File: config.mk
export PLATFORM = sky130hd
export DESIGN_NAME = mc_ctrl_flat
export DESIGN_NICKNAME = d
export VERILOG_FILES = /design/src/rtl/mc_ctrl_pkg.sv /design/src/rtl/mc_ctrl_if.sv /design/src/rtl/mc_decode.sv /design/src/rtl/mc_ctrl.sv /design/src/flat_wrapper.sv
export SDC_FILE = /design/constraint.sdc
export NUM_CORES = 1
export LEC_CHECK = 0
export ABC_AREA = 1
export CORE_UTILIZATION = 54
export CTS_BUF_LIST = sky130_fd_sc_hd__clkbuf_4
export DETAILED_ROUTE_END_ITERATION = 16
export GPL_TIMING_DRIVEN = 0
export PLACE_DENSITY = 0.89
export RECOVER_POWER = 25
export SLEW_MARGIN = 20
export SYNTH_ARGS = -nofsm -noshare
export SYNTH_HDL_FRONTEND = slang
export SYNTH_SLANG_ARGS = --single-unit
File: constraint.sdc
create_clock -name clk -period 6.3 [get_ports clk]
set_input_delay 1.89 -clock clk [delete_from_list [all_inputs] [get_ports clk]]
set_output_delay 1.89 -clock clk [all_outputs]
set_load 0.03 [all_outputs]
File: src/rtl/mc_ctrl_pkg.sv
// Shared encodings for the multi-cycle MIPS controller: FSM states, instruction classes,
// opcode/func values and the datapath select codes.
package mc_ctrl_pkg;

    typedef enum logic [2:0] {
        StFetch  = 3'd0,
        StDecode = 3'd1,
        StExec   = 3'd2,
        StMem    = 3'd3,
        StWb     = 3'd4
    } state_e;

    typedef enum logic [2:0] {
        ClsNop,
        ClsAlu,
        ClsImm,
        ClsLw,
        ClsSw,
        ClsBeq,
        ClsJal,
        ClsJr
    } instr_cls_e;

    localparam logic [5:0] OpRtype = 6'h00;
    localparam logic [5:0] OpJal   = 6'h03;
    localparam logic [5:0] OpBeq   = 6'h04;
    localparam logic [5:0] OpOri   = 6'h0d;
    localparam logic [5:0] OpLui   = 6'h0f;
    localparam logic [5:0] OpLw    = 6'h23;
    localparam logic [5:0] OpSw    = 6'h2b;

    localparam logic [5:0] FnJr  = 6'h08;
    localparam logic [5:0] FnAdd = 6'h20;
    localparam logic [5:0] FnSub = 6'h22;

    localparam logic [3:0] NpcPc4 = 4'd0;
    localparam logic [3:0] NpcBr  = 4'd1;
    localparam logic [3:0] NpcJal = 4'd2;
    localparam logic [3:0] NpcJr  = 4'd3;

    localparam logic [3:0] AluAdd = 4'd0;
    localparam logic [3:0] AluSub = 4'd1;
    localparam logic [3:0] AluOr  = 4'd2;
    localparam logic [3:0] AluLui = 4'd3;

    localparam logic [1:0] AluBRt  = 2'd0;
    localparam logic [1:0] AluBImm = 2'd1;

    localparam logic [2:0] RfWrRd = 3'd0;
    localparam logic [2:0] RfWrRt = 3'd1;
    localparam logic [2:0] RfWr31 = 3'd2;

    localparam logic [2:0] RfWdAlu  = 3'd0;
    localparam logic [2:0] RfWdDmrd = 3'd1;
    localparam logic [2:0] RfWdPc   = 3'd2;

    localparam logic ExtZero = 1'b0;
    localparam logic ExtSign = 1'b1;

    localparam logic [3:0] CmpEq = 4'd0;

    // An instruction completes whenever a working state hands control back to FETCH.
    function automatic logic retires(state_e from, state_e to);
        return (from inside {StDecode, StExec, StMem, StWb}) && (to == StFetch);
    endfunction

endpackage

File: src/rtl/mc_ctrl_if.sv
// Controller <-> datapath/memory bundle; the controller drives the master side.
interface mc_ctrl_if;
    logic [5:0]  opcode;
    logic [5:0]  func;
    logic        cmp_true;
    logic        im_ack;
    logic        dm_ack;
    logic        im_req;
    logic        dm_req;
    logic        ir_wr_en;
    logic        pc_wr_en;
    logic        rf_wr_en;
    logic        dm_wr_en;
    logic [3:0]  npc_op;
    logic [3:0]  alu_op;
    logic [1:0]  alu_b_sel;
    logic [2:0]  rf_wr_sel;
    logic [2:0]  rf_wd_sel;
    logic        ext_op;
    logic [3:0]  cmp_op;
    logic [2:0]  state;
    logic        retire;
    logic [31:0] retire_cnt;

    modport master (
        input  opcode, func, cmp_true, im_ack, dm_ack,
        output im_req, dm_req, ir_wr_en, pc_wr_en, rf_wr_en, dm_wr_en,
        output npc_op, alu_op, alu_b_sel, rf_wr_sel, rf_wd_sel, ext_op, cmp_op,
        output state, retire, retire_cnt
    );

    modport slave (
        output opcode, func, cmp_true, im_ack, dm_ack,
        input  im_req, dm_req, ir_wr_en, pc_wr_en, rf_wr_en, dm_wr_en,
        input  npc_op, alu_op, alu_b_sel, rf_wr_sel, rf_wd_sel, ext_op, cmp_op,
        input  state, retire, retire_cnt
    );
endinterface

File: src/rtl/mc_decode.sv
// Combinational instruction decoder: opcode/func to instruction class and datapath selects.
module mc_decode
    import mc_ctrl_pkg::*;
(
    input  logic [5:0]  opcode_i,
    input  logic [5:0]  func_i,
    output instr_cls_e  cls_o,
    output logic [3:0]  npc_op_o,
    output logic [3:0]  alu_op_o,
    output logic [1:0]  alu_b_sel_o,
    output logic [2:0]  rf_wr_sel_o,
    output logic [2:0]  rf_wd_sel_o,
    output logic        ext_op_o,
    output logic [3:0]  cmp_op_o
);

    always_comb begin
        cls_o       = ClsNop;
        npc_op_o    = NpcPc4;
        alu_op_o    = AluAdd;
        alu_b_sel_o = AluBRt;
        rf_wr_sel_o = RfWrRd;
        rf_wd_sel_o = RfWdAlu;
        ext_op_o    = ExtSign;
        cmp_op_o    = CmpEq;
        case (opcode_i)
            OpRtype: begin
                case (func_i)
                    FnAdd: cls_o = ClsAlu;
                    FnSub: begin
                        cls_o    = ClsAlu;
                        alu_op_o = AluSub;
                    end
                    FnJr: begin
                        cls_o    = ClsJr;
                        npc_op_o = NpcJr;
                    end
                    default: cls_o = ClsNop;
                endcase
            end
            OpOri: begin
                cls_o       = ClsImm;
                alu_op_o    = AluOr;
                alu_b_sel_o = AluBImm;
                rf_wr_sel_o = RfWrRt;
                ext_op_o    = ExtZero;
            end
            OpLui: begin
                cls_o       = ClsImm;
                alu_op_o    = AluLui;
                alu_b_sel_o = AluBImm;
                rf_wr_sel_o = RfWrRt;
                ext_op_o    = ExtZero;
            end
            OpLw: begin
                cls_o       = ClsLw;
                alu_b_sel_o = AluBImm;
                rf_wr_sel_o = RfWrRt;
                rf_wd_sel_o = RfWdDmrd;
            end
            OpSw: begin
                cls_o       = ClsSw;
                alu_b_sel_o = AluBImm;
            end
            OpBeq: begin
                cls_o    = ClsBeq;
                alu_op_o = AluSub;
                npc_op_o = NpcBr;
            end
            OpJal: begin
                cls_o       = ClsJal;
                npc_op_o    = NpcJal;
                rf_wr_sel_o = RfWr31;
                rf_wd_sel_o = RfWdPc;
            end
            default: cls_o = ClsNop;
        endcase
    end

endmodule

File: src/rtl/mc_ctrl.sv
// Multi-cycle controller: FETCH/DECODE/EXEC/MEM/WB sequencing, write enables,
// memory strobes and the retired-instruction counter.
module mc_ctrl
    import mc_ctrl_pkg::*;
(
    input logic       clk,
    input logic       reset,
    mc_ctrl_if.master bus
);

    state_e      state_q, state_d;
    logic [31:0] retire_cnt_q, retire_cnt_d;
    instr_cls_e  cls;
    logic [3:0]  npc_dec;
    logic [3:0]  alu_op;
    logic [1:0]  alu_b_sel;
    logic [2:0]  rf_wr_sel;
    logic [2:0]  rf_wd_sel;
    logic        ext_op;
    logic [3:0]  cmp_op;
    logic        retire;

    mc_decode u_decode (
        .opcode_i    (bus.opcode),
        .func_i      (bus.func),
        .cls_o       (cls),
        .npc_op_o    (npc_dec),
        .alu_op_o    (alu_op),
        .alu_b_sel_o (alu_b_sel),
        .rf_wr_sel_o (rf_wr_sel),
        .rf_wd_sel_o (rf_wd_sel),
        .ext_op_o    (ext_op),
        .cmp_op_o    (cmp_op)
    );

    assign bus.alu_op     = alu_op;
    assign bus.alu_b_sel  = alu_b_sel;
    assign bus.rf_wr_sel  = rf_wr_sel;
    assign bus.rf_wd_sel  = rf_wd_sel;
    assign bus.ext_op     = ext_op;
    assign bus.cmp_op     = cmp_op;
    // IR still holds the previous instruction in FETCH, so its branch select is overridden.
    assign bus.npc_op     = (state_q == StFetch) ? NpcPc4 : npc_dec;
    assign bus.state      = reset ? StFetch : state_q;
    assign bus.retire_cnt = reset ? 32'd0 : retire_cnt_q;

    always_comb begin
        state_d      = state_q;
        bus.im_req   = 1'b0;
        bus.dm_req   = 1'b0;
        bus.ir_wr_en = 1'b0;
        bus.pc_wr_en = 1'b0;
        bus.rf_wr_en = 1'b0;
        bus.dm_wr_en = 1'b0;
        case (state_q)
            StFetch: begin
                bus.im_req = 1'b1;
                if (bus.im_ack) begin
                    bus.ir_wr_en = 1'b1;
                    bus.pc_wr_en = 1'b1;
                    state_d      = StDecode;
                end
            end
            StDecode: begin
                case (cls)
                    ClsJal: begin
                        bus.pc_wr_en = 1'b1;
                        bus.rf_wr_en = 1'b1;
                        state_d      = StFetch;
                    end
                    ClsJr: begin
                        bus.pc_wr_en = 1'b1;
                        state_d      = StFetch;
                    end
                    ClsNop:  state_d = StFetch;
                    default: state_d = StExec;
                endcase
            end
            StExec: begin
                case (cls)
                    ClsBeq: begin
                        bus.pc_wr_en = bus.cmp_true;
                        state_d      = StFetch;
                    end
                    ClsLw, ClsSw:   state_d = StMem;
                    ClsAlu, ClsImm: state_d = StWb;
                    default:        state_d = StFetch;
                endcase
            end
            StMem: begin
                bus.dm_req   = 1'b1;
                bus.dm_wr_en = (cls == ClsSw);
                if (bus.dm_ack) begin
                    state_d = (cls == ClsLw) ? StWb : StFetch;
                end
            end
            StWb: begin
                bus.rf_wr_en = 1'b1;
                state_d      = StFetch;
            end
            default: state_d = StFetch;
        endcase

        retire = retires(state_q, state_d);

        // Reset abandons the in-flight instruction: no write, strobe or retire this cycle.
        if (reset) begin
            bus.im_req   = 1'b0;
            bus.dm_req   = 1'b0;
            bus.ir_wr_en = 1'b0;
            bus.pc_wr_en = 1'b0;
            bus.rf_wr_en = 1'b0;
            bus.dm_wr_en = 1'b0;
            retire       = 1'b0;
            state_d      = StFetch;
        end
    end

    assign bus.retire = retire;
    assign retire_cnt_d = retire ? retire_cnt_q + 32'd1 : retire_cnt_q;

    always_ff @(posedge clk) begin
        if (reset) begin
            state_q      <= StFetch;
            retire_cnt_q <= 32'd0;
        end else begin
            state_q      <= state_d;
            retire_cnt_q <= retire_cnt_d;
        end
    end

endmodule

File: src/flat_wrapper.sv
// flat-port wrapper written by rule: the top's interface ports become plain ports
module mc_ctrl_flat import mc_ctrl_pkg::*;
  (clk, reset, bus_opcode, bus_func, bus_cmp_true, bus_im_ack, bus_dm_ack, bus_im_req, bus_dm_req, bus_ir_wr_en, bus_pc_wr_en, bus_rf_wr_en, bus_dm_wr_en, bus_npc_op, bus_alu_op, bus_alu_b_sel, bus_rf_wr_sel, bus_rf_wd_sel, bus_ext_op, bus_cmp_op, bus_state, bus_retire, bus_retire_cnt);
  mc_ctrl_if bus_i ();
  input logic clk;
  input logic reset;
  input wire logic [$bits(bus_i.opcode)-1:0] bus_opcode;
  input wire logic [$bits(bus_i.func)-1:0] bus_func;
  input wire logic [$bits(bus_i.cmp_true)-1:0] bus_cmp_true;
  input wire logic [$bits(bus_i.im_ack)-1:0] bus_im_ack;
  input wire logic [$bits(bus_i.dm_ack)-1:0] bus_dm_ack;
  output wire logic [$bits(bus_i.im_req)-1:0] bus_im_req;
  output wire logic [$bits(bus_i.dm_req)-1:0] bus_dm_req;
  output wire logic [$bits(bus_i.ir_wr_en)-1:0] bus_ir_wr_en;
  output wire logic [$bits(bus_i.pc_wr_en)-1:0] bus_pc_wr_en;
  output wire logic [$bits(bus_i.rf_wr_en)-1:0] bus_rf_wr_en;
  output wire logic [$bits(bus_i.dm_wr_en)-1:0] bus_dm_wr_en;
  output wire logic [$bits(bus_i.npc_op)-1:0] bus_npc_op;
  output wire logic [$bits(bus_i.alu_op)-1:0] bus_alu_op;
  output wire logic [$bits(bus_i.alu_b_sel)-1:0] bus_alu_b_sel;
  output wire logic [$bits(bus_i.rf_wr_sel)-1:0] bus_rf_wr_sel;
  output wire logic [$bits(bus_i.rf_wd_sel)-1:0] bus_rf_wd_sel;
  output wire logic [$bits(bus_i.ext_op)-1:0] bus_ext_op;
  output wire logic [$bits(bus_i.cmp_op)-1:0] bus_cmp_op;
  output wire logic [$bits(bus_i.state)-1:0] bus_state;
  output wire logic [$bits(bus_i.retire)-1:0] bus_retire;
  output wire logic [$bits(bus_i.retire_cnt)-1:0] bus_retire_cnt;
  assign bus_i.opcode = bus_opcode;
  assign bus_i.func = bus_func;
  assign bus_i.cmp_true = bus_cmp_true;
  assign bus_i.im_ack = bus_im_ack;
  assign bus_i.dm_ack = bus_dm_ack;
  assign bus_im_req = bus_i.im_req;
  assign bus_dm_req = bus_i.dm_req;
  assign bus_ir_wr_en = bus_i.ir_wr_en;
  assign bus_pc_wr_en = bus_i.pc_wr_en;
  assign bus_rf_wr_en = bus_i.rf_wr_en;
  assign bus_dm_wr_en = bus_i.dm_wr_en;
  assign bus_npc_op = bus_i.npc_op;
  assign bus_alu_op = bus_i.alu_op;
  assign bus_alu_b_sel = bus_i.alu_b_sel;
  assign bus_rf_wr_sel = bus_i.rf_wr_sel;
  assign bus_rf_wd_sel = bus_i.rf_wd_sel;
  assign bus_ext_op = bus_i.ext_op;
  assign bus_cmp_op = bus_i.cmp_op;
  assign bus_state = bus_i.state;
  assign bus_retire = bus_i.retire;
  assign bus_retire_cnt = bus_i.retire_cnt;
  mc_ctrl u_core (.clk(clk), .reset(reset), .bus(bus_i));
endmodule
==> results.ini <==
[critical_path]
critPathLaunchType = input pin
worstPathCellList = clkdlybuf4s50_1 -> clkbuf_1 -> clkbuf_1 -> nor2_1 -> clkdlybuf4s50_1
reg2reg_from = u_core.state_q[1]
path_class = in2out
critPathSlowestCell = clkdlybuf4s50_1
rr_endpoint = u_core.retire_cnt_q[21]
crit_path_end_kind = output port
critPathBufInv = 4
cp_data_required_time_ps = 4410
critPathTopFamily = buffers and inverters
critPathMaxFanout = 10
r2r_setup_slack_ps = 4040
slowest_delay_ps = 620
worstPathArrival_ps = 4070
r2r_cells = 9

[floorplanning]
ios = 80
num_rows = 26
fp.dieW_um = 75.1
die_area_sq_um = 5640
initial_core_util_pct = 56.1
dieHeight_um = 75.1
core-area_sq_um = 5140

[sta]
period_needed_ps = 5960
setup_violations = 0
rsz0062_at_grt = false
post-route-period-util_pct = 94.6
hold-worst-slack_ps = 487
worst_pin_slew_ps = 622
hold_viol_final = 0
drv_slew = 0
fmax_mhz = 168
maxSlewHeadroom_pct = 58.5
fin_setup_tns_ps = 0
fin_skew_ps = 23.2

[pwr]
leakagePower_nw = 1.47
intPower_uw = 334
seqPwrFrac_pct = 47.8
power_frac_clock_pct = 35.8
switching_power_uw = 133
switching_share_pct = 28.5
ir_drop_v = 0.0000859
cellPowerDensity_nw_per_um2 = 125
power_frac_comb_pct = 16.5

[status]
run_status = complete, no violations

[synthesis]
synth.area.top_cells = dfxtp_1, nand2_1, nor2_1, xor2_1, inv_1
syn_avg_cell_area_sq_um = 6.15
synth_cells = 469
synth_largest_area_cell = dfxtp_1
syn_area_sq_um = 2880
ys_seq_area_share_pct = 24.3
synth.ff_latch_count = 35
synth_top_cell_area_share_pct = 24.3
synth_cell_types = 26
ys_warn_count = 0

[placed_design]
hpwl_um = 6290
numPortBuffers = 68
gp_congestion = 0.941

[layout]
multi_input_area_sq_um = 1780
fillers = 464
nets = 572
seqCellArea_sq_um = 701
syn_to_final_growth_pct = 29.4
antenna_cells = 0
drive_gt1_share_pct = 12.8
final_util_pct = 72.6

[grt]
grt_pass1_vias = 2912
grt_pass1_wl_um = 12700
antenna_found_initial = 0
grt_util_all_layers_pct = 29.4
grt_overflow_total = 0
grt_max_degree = 13

[hold_path]
hold_depth = 2
hold_path.startpoint = u_core.retire_cnt_q[30]
hold_class = reg2reg
whs_endpoint = u_core.retire_cnt_q[30]

[route]
via_per_inst = 5.12
drt_first_iter_violations = 167
drc_errors = 0
routedWlPerCell_um = 12.8
wirelength_um = 8020
vias = 3200
ant_nets = 0
first_pass_iters = 5

[clock_tree]
cts_buffers = 5
cts_root_buffer = clkbuf_4
cts_tree = yes
path_clk_slew_ps = 130
cts_max_level = 2
clock_sinks = 35
insertion_delay_ps = 360
clock_path_buffers = 2

[job]
maxCapViolations = 0

==> cells in the final DEF, fill, tap and decap left out, types with 2 or more instances in the layout <==
cell	instances
nor4_1	6
buf_6	3
clkdlybuf4s50_1	67
xor2_1	30
nor2_1	86
inv_2	4
nor2_4	2
inv_1	61
nand2_1	109
o21ai_0	2
nand2_2	22
a21oi_2	14
nand3_1	18
buf_4	11
nor3_1	20
a21oi_1	22
clkbuf_1	11
nand3_2	7
clkbuf_4	5
conb_1	11
dfxtp_1	35
==> final cells by class <==
type                    instances  share of cell area (%)
inverters                      65                    6.54
clock inverters                 3                    1.14
clock buffers                   5                    1.01
plain buffers                  25                    4.22
repair buffers                 68                    18.3
multi-input cells             354                    47.7
well taps                      70                    2.35
flip-flops and latches         35                    18.8
==> through the flow <==
stage	instance area [sq um]	setup WS (ps)	total power [mW]	instances
6_report	3730	341	0.468	625
5_1_grt	3730	141	0.486	625
4_1_cts	3770	65.8	0.469	625
3_5_place_dp	3690	81.8	0.306	617
3_3_place_gp	3690	126	0.305	617
2_1_floorplan	2920	1200	0.280	479
==> power by group through the flow <==
stage	clock, mW	combinational, mW	sequential (mW)
after floorplan	0	0.0518	0.228
after global placement	0	0.0764	0.228
after detailed placement	0	0.0777	0.228
after CTS	0.168	0.0780	0.223
after global routing	0.178	0.0838	0.224
final	0.167	0.0770	0.223
==> synthesized netlist by cell type <==
library cell	number
ha_1	1
inv_1	61
o21ai_0	1
nor4_1	6
nand3b_1	1
nand2_2	22
nand3_1	17
a32o_1	1
nor2_2	2
nor3_1	20
o21ai_1	1
nand2_1	109
buf_4	14
clkbuf_1	8
a21oi_1	17
a21oi_2	19
inv_2	4
nand4_1	1
nor2_4	2
dfxtp_1	35
conb_1	1
nor2_1	84
xor2_1	30
or2_2	1
buf_6	3
nand3_2	8
==> sequential cells by signal, summed over array words and instances, names as in the netlist <==
signal               cells
u_core.state_q           3
u_core.retire_cnt_q     32
==> worst reg2reg max path, cell delays in order, from the launching register on <==
cell      delay [ps]
dfxtp_1          410
inv_1             80
nor2_1           190
inv_1             90
o21ai_0          360
a21oi_1          120
nand3_1          230
clkbuf_1         410
nand2_1          140
a21oi_2          150
==> routing by layer <==
metal | GRT usage (%) | up-vias | routed length [um]
met5 | 0 | - | 0
met2 | 51.2 | 149 | 3840
met3 | 5.09 | 22 | 554
met4 | 10.5 | 0 | 194
met1 | 36.4 | 1441 | 3430
li1 | - | 1588 | -
==> cells by family (layout without fill, tap and decap cells) <==
kind of cell / after synthesis / after routing / share of synthesized area [%]
and+or+nand+nor: 273 / 273 / 42.3
buffers and inverters: 90 / 166 / 14.3
AOI/OAI and AO/OA: 39 / 39 / 9.41
DFF: 35 / 35 / 24.3
xor gates and xnor gates: 30 / 30 / 9.11
adders and majority gates: 1 / 1 / 0.434
other: 1 / 11 / 0.130
==> repair_timing <==
action,CTS,global route
gates resized for setup,0,1
buffers inserted,0,0
setup endpoints to repair,0,1
hold buffers,0,0
endpoints found under the hold margin,0,0
==> worst max path at each step <==
stage | cells after the start | to | start | slack [ps]
after floorplan | 10 | bus_retire | bus_opcode[4] | 1200
after global placement | 12 | bus_retire | bus_opcode[0] | 130
after detailed placement | 12 | bus_retire | bus_opcode[0] | 80
after CTS | 12 | bus_retire | bus_opcode[0] | 70
after global routing | 12 | bus_retire | bus_opcode[3] | 140
final | 5 | bus_retire_cnt[0] | reset | 340
No activity file was read; power rests on OpenSTA's default activity.
